[config.mk]
export PLATFORM = sky130hd
export DESIGN_NAME = drive_sequencer
export DESIGN_NICKNAME = d
export VERILOG_FILES = /design/src/rtl/drive_sequencer.sv
export SDC_FILE = /design/constraint.sdc
export NUM_CORES = 1
export LEC_CHECK = 0
export CAP_MARGIN = 30
export CORE_MARGIN = 4
export CORE_UTILIZATION = 40
export DETAILED_ROUTE_END_ITERATION = 8
export PLACE_DENSITY = 0.68
export SLEW_MARGIN = 10
export SYNTH_ARGS = -nofsm -noshare
export SYNTH_HDL_FRONTEND = slang
export SYNTH_SLANG_ARGS = --single-unit
[constraint.sdc]
create_clock -name clk_50 -period 8.5 [get_ports clk_50]
set_input_delay 2.55 -clock clk_50 [delete_from_list [all_inputs] [get_ports clk_50]]
set_output_delay 2.55 -clock clk_50 [all_outputs]
set_load 0.05 [all_outputs]
[src/rtl/drive_sequencer.sv]
// drive_sequencer: command source arbitration, watchdog, duty ramp / deadtime
// sequencing and shared-counter PWM for a two-motor differential drive.
module drive_sequencer #(
  parameter int unsigned RAMP_DIV  = 16,
  parameter int unsigned RAMP_STEP = 5,
  parameter int unsigned DEADTIME  = 64,
  parameter int unsigned WDOG      = 5_000_000,
  parameter int unsigned TURN_DUTY = 128
) (
  input  logic       clk_50,
  input  logic       reset,
  input  logic [1:0] mode,
  input  logic       ir_valid,
  input  logic [2:0] ir_cmd,
  input  logic       cam_valid,
  input  logic [2:0] cam_cmd,
  output logic       pwm_l,
  output logic       pwm_r,
  output logic       dir_l,
  output logic       dir_r,
  output logic [7:0] duty,
  output logic [1:0] seq_state,
  output logic [2:0] active_cmd,
  output logic       wdog_trip
);

  localparam logic [1:0] ST_STOPPED = 2'b00;
  localparam logic [1:0] ST_RAMP    = 2'b01;
  localparam logic [1:0] ST_HOLD    = 2'b10;
  localparam logic [1:0] ST_DEAD    = 2'b11;

  localparam logic [1:0] MODE_IDLE = 2'b00;
  localparam logic [1:0] MODE_CAM  = 2'b01;
  localparam logic [1:0] MODE_IR   = 2'b10;

  localparam logic [2:0] CMD_STOP   = 3'd0;
  localparam logic [2:0] CMD_LEFT   = 3'd1;
  localparam logic [2:0] CMD_RIGHT  = 3'd2;
  localparam logic [2:0] CMD_SLOW   = 3'd3;
  localparam logic [2:0] CMD_MEDIUM = 3'd4;
  localparam logic [2:0] CMD_FAST   = 3'd5;

  localparam int unsigned RAMP_W = (RAMP_DIV > 1) ? $clog2(RAMP_DIV) : 1;
  localparam int unsigned DEAD_W = (DEADTIME > 1) ? $clog2(DEADTIME) : 1;
  localparam int unsigned WDOG_W = (WDOG > 1) ? $clog2(WDOG) : 1;

  localparam logic [RAMP_W-1:0] RAMP_LAST = RAMP_W'(RAMP_DIV - 1);
  localparam logic [DEAD_W-1:0] DEAD_LAST = DEAD_W'(DEADTIME - 1);
  localparam logic [WDOG_W-1:0] WDOG_LAST = WDOG_W'(WDOG - 1);
  localparam logic [7:0]        STEP8     = 8'(RAMP_STEP);
  localparam logic [8:0]        STEP9     = 9'(RAMP_STEP);
  localparam logic [7:0]        TURN8     = 8'(TURN_DUTY);

  // registered state
  logic [1:0]        mode_q;
  logic [RAMP_W-1:0] ramp_cnt;
  logic [DEAD_W-1:0] dead_cnt;
  logic [WDOG_W-1:0] wdog_cnt;
  logic [7:0]        pwm_cnt;

  // next-state values
  logic [1:0]        mode_eff;
  logic              mode_chg;
  logic              sel_valid;
  logic [2:0]        sel_cmd;
  logic              accept;
  logic              wdog_exp;
  logic [2:0]        active_nxt;
  logic              trip_nxt;
  logic [WDOG_W-1:0] wdog_nxt;

  logic [7:0]        target;
  logic              req_l;
  logic              req_r;
  logic              dir_diff;
  logic [7:0]        ramp_tgt;
  logic [7:0]        gap;
  logic [7:0]        stepped;
  logic              tick;
  logic [1:0]        state_nxt;
  logic [7:0]        duty_nxt;
  logic              dir_l_nxt;
  logic              dir_r_nxt;
  logic [DEAD_W-1:0] dead_nxt;
  logic [RAMP_W-1:0] ramp_nxt;
  logic [7:0]        pwm_cnt_nxt;
  logic              pwm_nxt;

  // Source selection, command latch and watchdog next-state
  always_comb begin
    mode_eff   = (mode == 2'b11) ? MODE_IDLE : mode;
    mode_chg   = (mode_eff != mode_q);
    sel_valid  = 1'b0;
    sel_cmd    = CMD_STOP;
    accept     = 1'b0;
    wdog_exp   = 1'b0;
    active_nxt = active_cmd;
    trip_nxt   = wdog_trip;
    wdog_nxt   = wdog_cnt;

    case (mode_eff)
      MODE_CAM: begin
        sel_valid = cam_valid;
        sel_cmd   = cam_cmd;
      end
      MODE_IR: begin
        sel_valid = ir_valid;
        sel_cmd   = ir_cmd;
      end
      default: begin
        sel_valid = 1'b0;
        sel_cmd   = CMD_STOP;
      end
    endcase

    // a strobe landing in the mode-change cycle belongs to the old context
    accept   = sel_valid && !mode_chg;
    wdog_exp = (active_cmd != CMD_STOP) && (wdog_cnt == WDOG_LAST);

    if (mode_chg || (mode_eff == MODE_IDLE)) begin
      active_nxt = CMD_STOP;
    end else if (accept) begin
      active_nxt = (sel_cmd > CMD_FAST) ? CMD_STOP : sel_cmd;
    end else if (wdog_exp) begin
      active_nxt = CMD_STOP;
    end

    if (mode_chg || accept) begin
      trip_nxt = 1'b0;
    end else if (wdog_exp) begin
      trip_nxt = 1'b1;
    end

    // counts only while a moving command is latched
    if (accept || wdog_exp || (active_cmd == CMD_STOP)) begin
      wdog_nxt = '0;
    end else begin
      wdog_nxt = wdog_cnt + WDOG_W'(1);
    end
  end

  // Sequencer next-state: target/dir decode, ramp step, FSM, PWM compare
  always_comb begin
    target      = 8'd0;
    req_l       = dir_l;
    req_r       = dir_r;
    dir_diff    = 1'b0;
    ramp_tgt    = 8'd0;
    gap         = 8'd0;
    stepped     = duty;
    tick        = (ramp_cnt == RAMP_LAST);
    state_nxt   = seq_state;
    duty_nxt    = duty;
    dir_l_nxt   = dir_l;
    dir_r_nxt   = dir_r;
    dead_nxt    = dead_cnt;
    ramp_nxt    = tick ? '0 : ramp_cnt + RAMP_W'(1);
    pwm_cnt_nxt = pwm_cnt + 8'd1;
    pwm_nxt     = 1'b0;

    case (active_cmd)
      CMD_LEFT:   begin target = TURN8;  req_l = 1'b0; req_r = 1'b1; end
      CMD_RIGHT:  begin target = TURN8;  req_l = 1'b1; req_r = 1'b0; end
      CMD_SLOW:   begin target = 8'd85;  req_l = 1'b1; req_r = 1'b1; end
      CMD_MEDIUM: begin target = 8'd170; req_l = 1'b1; req_r = 1'b1; end
      CMD_FAST:   begin target = 8'd255; req_l = 1'b1; req_r = 1'b1; end
      default:    begin target = 8'd0;   req_l = dir_l; req_r = dir_r; end
    endcase

    dir_diff = (target != 8'd0) && ((req_l != dir_l) || (req_r != dir_r));
    // a pending reversal first brings the motors down to zero
    ramp_tgt = dir_diff ? 8'd0 : target;

    if (duty < ramp_tgt) begin
      gap     = ramp_tgt - duty;
      stepped = ({1'b0, gap} <= STEP9) ? ramp_tgt : duty + STEP8;
    end else begin
      gap     = duty - ramp_tgt;
      stepped = ({1'b0, gap} <= STEP9) ? ramp_tgt : duty - STEP8;
    end

    case (seq_state)
      ST_STOPPED: begin
        duty_nxt = 8'd0;
        if (target != 8'd0) begin
          if (dir_diff) begin
            state_nxt = ST_DEAD;
            dead_nxt  = '0;
          end else begin
            state_nxt = ST_RAMP;
          end
        end
      end
      ST_RAMP: begin
        if (tick) begin
          duty_nxt = stepped;
        end
        if (dir_diff && (duty == 8'd0)) begin
          state_nxt = ST_DEAD;
          dead_nxt  = '0;
        end else if (!dir_diff && (duty == target)) begin
          state_nxt = ST_HOLD;
        end
      end
      ST_HOLD: begin
        if ((target != duty) || dir_diff) begin
          state_nxt = ST_RAMP;
        end else if (target == 8'd0) begin
          state_nxt = ST_STOPPED;
        end
      end
      default: begin
        duty_nxt = 8'd0;
        if (dead_cnt == DEAD_LAST) begin
          dir_l_nxt = req_l;
          dir_r_nxt = req_r;
          state_nxt = (target != 8'd0) ? ST_RAMP : ST_STOPPED;
        end else begin
          dead_nxt = dead_cnt + DEAD_W'(1);
        end
      end
    endcase

    // dropping to IDLE cuts drive immediately, bypassing the ramp
    if (mode_chg && (mode_eff == MODE_IDLE)) begin
      state_nxt = ST_STOPPED;
      duty_nxt  = 8'd0;
    end

    pwm_nxt = (pwm_cnt_nxt < duty_nxt) && (state_nxt != ST_DEAD);
  end

  // State and output registers with synchronous reset
  always_ff @(posedge clk_50) begin
    if (reset) begin
      mode_q     <= mode_eff;
      active_cmd <= CMD_STOP;
      wdog_trip  <= 1'b0;
      wdog_cnt   <= '0;
      ramp_cnt   <= '0;
      dead_cnt   <= '0;
      pwm_cnt    <= 8'd0;
      seq_state  <= ST_STOPPED;
      duty       <= 8'd0;
      dir_l      <= 1'b1;
      dir_r      <= 1'b1;
      pwm_l      <= 1'b0;
      pwm_r      <= 1'b0;
    end else begin
      mode_q     <= mode_eff;
      active_cmd <= active_nxt;
      wdog_trip  <= trip_nxt;
      wdog_cnt   <= wdog_nxt;
      ramp_cnt   <= ramp_nxt;
      dead_cnt   <= dead_nxt;
      pwm_cnt    <= pwm_cnt_nxt;
      seq_state  <= state_nxt;
      duty       <= duty_nxt;
      dir_l      <= dir_l_nxt;
      dir_r      <= dir_r_nxt;
      pwm_l      <= pwm_nxt;
      pwm_r      <= pwm_nxt;
    end
  end

endmodule

==> results.cfg, run 1 <==
[critical_path]
cp-start-kind = flip-flop
worst_setup_path_end_kind = flip-flop
worstSetupPathType = reg2reg
cp.required_ns = 8.74
critPathMaxFanout = 13
reg2reg_slack_ns = 2.39
reg2regPathDepth = 21
cp_data_arrival_time_ns = 6.35

[synth]
synth_top_family_by_area = simple AND/OR/NAND/NOR gates
synth_flop_cell = dfxtp_1
syn-num-nets = 599
synth.area.mux_share = 0.0165
synth_xor_area_frac = 0.0818
syn_area_per_cell_um2 = 8.07
syn_area_um2 = 4390
yosysUniqueCellTypes = 69
synth_edf_count = 0
syn_inst = 544
synth_compound_area_frac = 0.213
yosysSeqAreaShare = 0.274
synthArstFlopShare = 0
yosys.area_share.simple = 0.245
synth-seq-cells = 60
synth_fa_ha_area_frac = 0.126
yosysWarningCount = 0

[clock_tree]
clockRootBuffer = clkbuf_8
cts_setup_buffers = 0
clockBufferDepth = 2
cts_tree = yes
htreeDepth = 3
path_clk_slew_ns = 0.07
cts_sinks = 60
insertion_delay_ns = 0.33
hold_buffers = 0
cts-resized-gates = 0
cts_made_buffers = 9

[place]
dp_hpwl_um = 8070
numPortBuffers = 29
placedCellCount = 688
gp_congestion = 0.964
place_ws_ns = 2.49

[min_path]
min_path_type = reg2reg
hold_depth = 1

[detailed_routing]
dr.pass1.iters = 5
drc_errors = 0
via_count = 3958
drt_wl_total_um = 10700
wire_per_inst_um = 15.2
drt_iter0_drc = 301
drtAntennaViolNets = 0
routed_via_density = 5.63

[global_route]
grt_pass1_vias = 3799
grt_pass1_wl_um = 18100
gr-usage-all-layers = 0.170
grt.overflow.total = 0
antenna_found_initial = 0
grt_max_degree = 24

[finish]
multi_input_area_um2 = 3000
register_area_um2 = 1200
final_nets = 618
stdcell_count = 703
nFillCells = 984
drive_above_1_share = 0.0441
post-route-util = 0.471
area_growth_pct = 12.7
num_antenna_cells = 0

[pwr]
clkPwrFrac = 0.442
switching_power_w = 0.000132
ir_worst_vdd_mv = 0.116
cellLeakagePower_nw = 1.92
p_int_w = 0.000452
p_sw_frac = 0.227
pwr_density_cell_nw_per_um2 = 118
seqPwrFrac = 0.494
combPwrFrac = 0.065

[timing]
final_hold_viol_count = 0
worst_slack_ns = 2.39
max_slew_margin = 0.433
max_freq_ghz = 0.164
period_minus_slack_ns = 6.11
worst_slew_pin_slew_ns = 0.848
finalSetupTns_ns = 0
rsz0062_at_grt = no
whs_ns = 0.465
finalCritPeriodShare = 0.719
fin_skew_ns = 0.0115
setup_viol = 0
finalMaxSlewViolations = 0

[floorplanning]
core_um2 = 10500
io_pins = 30
die_w_um = 113
num_rows = 37
start_util = 0.418
fp.dieArea_um2 = 12700
die_h_um = 113

[flow_run]
cap_violations = 0

[status]
status = finished clean
[worst max-delay path, cell delays in order, from the launching register on]
cell       delay, ns
dfxtp_1         0.57
inv_1           0.12
ha_1            0.35
nand4b_1        0.10
a21oi_1         0.09
o31ai_1         0.50
nand2b_1        0.32
inv_1           0.26
ha_1            0.35
inv_1           0.18
o2bb2ai_1       0.16
or3_1           0.34
or4_4           0.59
nor2_4          0.16
mux2_1          0.33
o22ai_1         0.26
o21ai_1         0.14
ha_1            0.33
nand4_1         0.13
o21ai_0         0.11
a2111o_1        0.40
a311oi_1        0.20
[power by group through the flow]
stage               Sequential, W  Combinational [W]  Clock [W]
finish                   0.000288          0.0000378   0.000258
global route             0.000289          0.0000416   0.000275
CTS                      0.000288          0.0000382   0.000266
detailed placement       0.000294          0.0000379          0
global placement         0.000294          0.0000369          0
floorplan                0.000295          0.0000241          0
[synth_stat cells, types with 3 or more instances]
master / n / share of area
clkbuf_1: 12 / 0.010
buf_2: 6 / 0.0068
nor4_1: 3 / 0.0043
nand3_1: 21 / 0.024
dfxtp_1: 60 / 0.27
xnor2_1: 20 / 0.040
and2_1: 3 / 0.0043
a21o_1: 9 / 0.015
a311oi_1: 3 / 0.0060
o211ai_1: 6 / 0.010
nand4_1: 11 / 0.016
mux2i_1: 5 / 0.011
o21bai_1: 3 / 0.0051
a22oi_1: 3 / 0.0051
nor3_1: 10 / 0.011
nand2_1: 41 / 0.035
a31oi_1: 7 / 0.010
nor2b_1: 10 / 0.014
o22ai_1: 6 / 0.0085
a211oi_1: 4 / 0.0068
xor2_1: 21 / 0.042
o21ai_1: 5 / 0.0057
and3_1: 11 / 0.016
or3_1: 11 / 0.016
nand2b_1: 7 / 0.010
inv_1: 24 / 0.021
nand3b_1: 8 / 0.014
nor2_1: 60 / 0.051
o21a_1: 10 / 0.017
a21oi_1: 30 / 0.034
ha_1: 41 / 0.12
o21ai_0: 21 / 0.024
[worst paths after layout]
path / endpoint / start
worst min-delay path: wdog_cnt[0] / wdog_cnt[0]
worst min register to register: wdog_cnt[0] / wdog_cnt[0]
worst max register to register: pwm_r / active_cmd[1]
worst max-delay path: pwm_r / active_cmd[1]
[registers in the layout, indices dropped and copies added (netlist names)]
register and flops:
wdog_trip 1, active_cmd 3, seq_state 2, duty 8, dir_l 1, ramp_cnt 4
mode_q 2, dead_cnt 6, pwm_r 1, pwm_cnt 8, wdog_cnt 23, dir_r 1
[layer usage]
layer / part of all wire / track usage / vias up
met5: 0 / 0 / -
li1: - / - / 1998
met2: 0.44 / 0.259 / 113
met1: 0.49 / 0.238 / 1830
met3: 0.054 / 0.0348 / 17
met4: 0.018 / 0.0561 / 0
[placed cells by master, fill, tap and decap left out, drive strengths merged, types with 9 or more instances in the layout]
cell type and n:
a21oi 30, clkbuf 11, nand4 11, inv 24, clkdlybuf4s50 29, nor2 61
a21o 9, nand2 41, o21a 10, xnor2 20, and3 12, xor2 21
nand3 21, nor3 11, o21ai 26, nor2b 10, dfxtp 60, ha 41
or3 11
[metrics by stage]
stage / area (um2) / total power (W)
3_3_place_gp: 4750 / 0.000331
4_1_cts: 4950 / 0.000592
5_1_grt: 4950 / 0.000605
2_1_floorplan: 4390 / 0.000319
3_5_place_dp: 4750 / 0.000332
6_report: 4950 / 0.000584
[logic make-up (layout without fill, tap and decap cells)]
logic type,after synthesis,in the layout
AND/OR/NAND/NOR,211,211
AO/OA/AOI/OAI,137,137
flip-flops,60,60
buffers and inverters,45,68
adder cells (fa/ha/maj),43,43
XOR/XNOR,41,41
multiplexers,7,7
[area by class of cell]
cell class	count	area share
Inverter	24	0.0182
Sequential cell	60	0.243
Multi-Input combinational cell	439	0.606
Timing Repair Buffer	29	0.0586
Clock buffer	11	0.0306
Tap cell	136	0.0344
Clock inverter	4	0.00986
No activity file was read; power rests on OpenSTA's default activity.
==> run 2: changes to the inputs <==
--- a/config.mk
+++ b/config.mk
@@ -9,7 +9,7 @@
 export CORE_MARGIN = 4
 export CORE_UTILIZATION = 40
 export DETAILED_ROUTE_END_ITERATION = 8
-export PLACE_DENSITY = 0.68
+export PLACE_DENSITY = 0.7
 export SLEW_MARGIN = 10
 export SYNTH_ARGS = -nofsm -noshare
 export SYNTH_HDL_FRONTEND = slang
==> constraint.sdc (replaced) <==
create_clock -name clk_50 -period 5.6 [get_ports clk_50]
set_input_delay 1.68 -clock clk_50 [delete_from_list [all_inputs] [get_ports clk_50]]
set_output_delay 1.68 -clock clk_50 [all_outputs]
set_load 0.05 [all_outputs]
==> run 2 against run 1 <==
Net effect:
- sequential cell count unchanged
- critical endpoint unchanged
- utilization is 1.5 points higher
- die area did not move
- largest cell class unchanged
- combinational power increased by 53%
==> results.cfg, run 2 (same netlist as run 1, synthesis figures left out) <==
[status]
status = finished clean

[clock_tree]
cts_tree = yes
htreeDepth = 3
clockRootBuffer = clkbuf_8
cts_made_buffers = 9
clockBufferDepth = 2
path_clk_slew_ns = 0.08
hold_buffers = 0
insertion_delay_ns = 0.34
cts_sinks = 60

[finish]
final_common_cell = nor2_1
final_nets = 629
stdcell_count = 715
drive_above_1_share = 0.0812
reg_top3 = wdog_cnt: 23 flops, duty: 8 flops, pwm_cnt: 8 flops
final_cell_mix = nor2_1, dfxtp_1, nand2_1
largest-register = wdog_cnt
num_antenna_cells = 0
largest_reg_flops = 23
post-route-util = 0.486
area_growth_pct = 16.4

[pwr]
seqPwrFrac = 0.464
p_sw_frac = 0.218
clkPwrFrac = 0.474
ir_worst_vdd_mv = 0.176
p_int_w = 0.000736
combPwrFrac = 0.061
pwr_density_cell_nw_per_um2 = 184
cellLeakagePower_nw = 1.97
switching_power_w = 0.000205

[place]
gp_congestion = 0.956
numPortBuffers = 29
placedCellCount = 697
dp_hpwl_um = 8160

[floorplanning]
die_w_um = 113
num_rows = 37
start_util = 0.418
core_um2 = 10500
die_h_um = 113
fp.dieArea_um2 = 12700
io_pins = 30

[global_route]
grt_pass1_vias = 3793
grt_pass1_wl_um = 18100
gr-usage-all-layers = 0.169
antenna_found_initial = 0
grt.overflow.total = 0
grt_max_degree = 24

[critical_path]
cp.required_ns = 5.84
critPathMaxFanout = 8
worstSetupPathType = reg2reg
worst_setup_path_end_kind = flip-flop
cp_data_arrival_time_ns = 5.38
cp-start-kind = flip-flop

[detailed_routing]
dr.pass1.iters = 5
via_count = 4002
drc_errors = 0
drt_iter0_drc = 337
drtAntennaViolNets = 0
routed_via_density = 5.60
wire_per_inst_um = 14.9
drt_wl_total_um = 10700

[timing]
max_freq_ghz = 0.195
finalCritPeriodShare = 0.918
finalMaxSlewViolations = 0
period_minus_slack_ns = 5.14
fin_skew_ns = 0.0135
setup_viol = 0
worst_slew_pin_slew_ns = 0.873
final_hold_viol_count = 0
finalSetupTns_ns = 0
max_slew_margin = 0.416
rsz0062_at_grt = no

[flow_run]
cap_violations = 0

[min_path]
min_path_type = reg2reg
## run 2: changes by cell type in the layout (fill, tap and decap cells not counted), moves of 2 or more
cell,previous run,this run
buf_4,0,11
ha_1,41,39
ha_2,0,2
inv_1,24,22
## run 2: power by group through the flow
stage                     combinational, W  clock (W)  sequential, W
after floorplan                  0.0000366          0       0.000448
after global placement           0.0000566          0       0.000446
after detailed placement         0.0000577          0       0.000447
after CTS                        0.0000579   0.000459       0.000437
after global routing             0.0000646   0.000481       0.000438
final                            0.0000577   0.000446       0.000437
## run 2: stage by stage
stage | power (W) | cell area, um2 | setup slack [ns] | hold slack, ns
final | 0.000941 | 5110 | 0.460 | 0.478
after global routing | 0.000984 | 5110 | 0.00212 | 0.498
after CTS | 0.000954 | 5050 | 0.413 | 0.479
after detailed placement | 0.000504 | 4820 | 0.455 | 0.461
after global placement | 0.000503 | 4820 | 0.503 | 0.444
after floorplan | 0.000485 | 4390 | 0.150 | 0.426
## run 2: per-layer routing
layer	GRT usage	wire (um)	up-vias
met5	0	0	-
met4	0.0433	109	0
met3	0.0316	545	11
met2	0.271	4870	108
met1	0.235	5140	1858
li1	-	-	2025
## run 2: cell type report
cell class              instances  area (um2)
well taps                     136         170
clock buffers                  11         151
inverters                      24        93.8
clock inverters                 5        82.6
repair buffers                 40         373
multi-input cells             439        3040
fillers                      1007        5400
flip-flops and latches         60        1200
## run 2: path summary, 6_finish.rpt
path | from | end | slack, ns | cells after the start
setup reg to reg | active_cmd[2] | pwm_r | 0.46 | 21
hold / removal | wdog_cnt[0] | wdog_cnt[0] | 0.48 | 1
hold reg to reg | wdog_cnt[0] | wdog_cnt[0] | 0.48 | 1
setup / recovery | active_cmd[2] | pwm_r | 0.46 | 21
## run 2: worst max-delay path, cell delays in order, from the launching register on
cell and delay [ns]:
dfxtp_1 0.36, ha_1 0.33, nand4b_1 0.12, a21oi_2 0.20, nor3_1 0.09, nand2_2 0.17
clkinvlp_4 0.21, ha_2 0.43, o21ai_1 0.08, and3b_1 0.16, or3_1 0.36, or4_4 0.60
nor2_4 0.16, nand3_1 0.09, and3_1 0.22, a31oi_1 0.25, ha_1 0.28, nor2b_1 0.13
o21ai_0 0.13, o21ai_0 0.10, a2111o_1 0.39, a311oi_1 0.19
## run 2: timing repair
action                     CTS  global route
resized for setup            0            10
buffers inserted             0             2
setup endpoints to repair    0             1
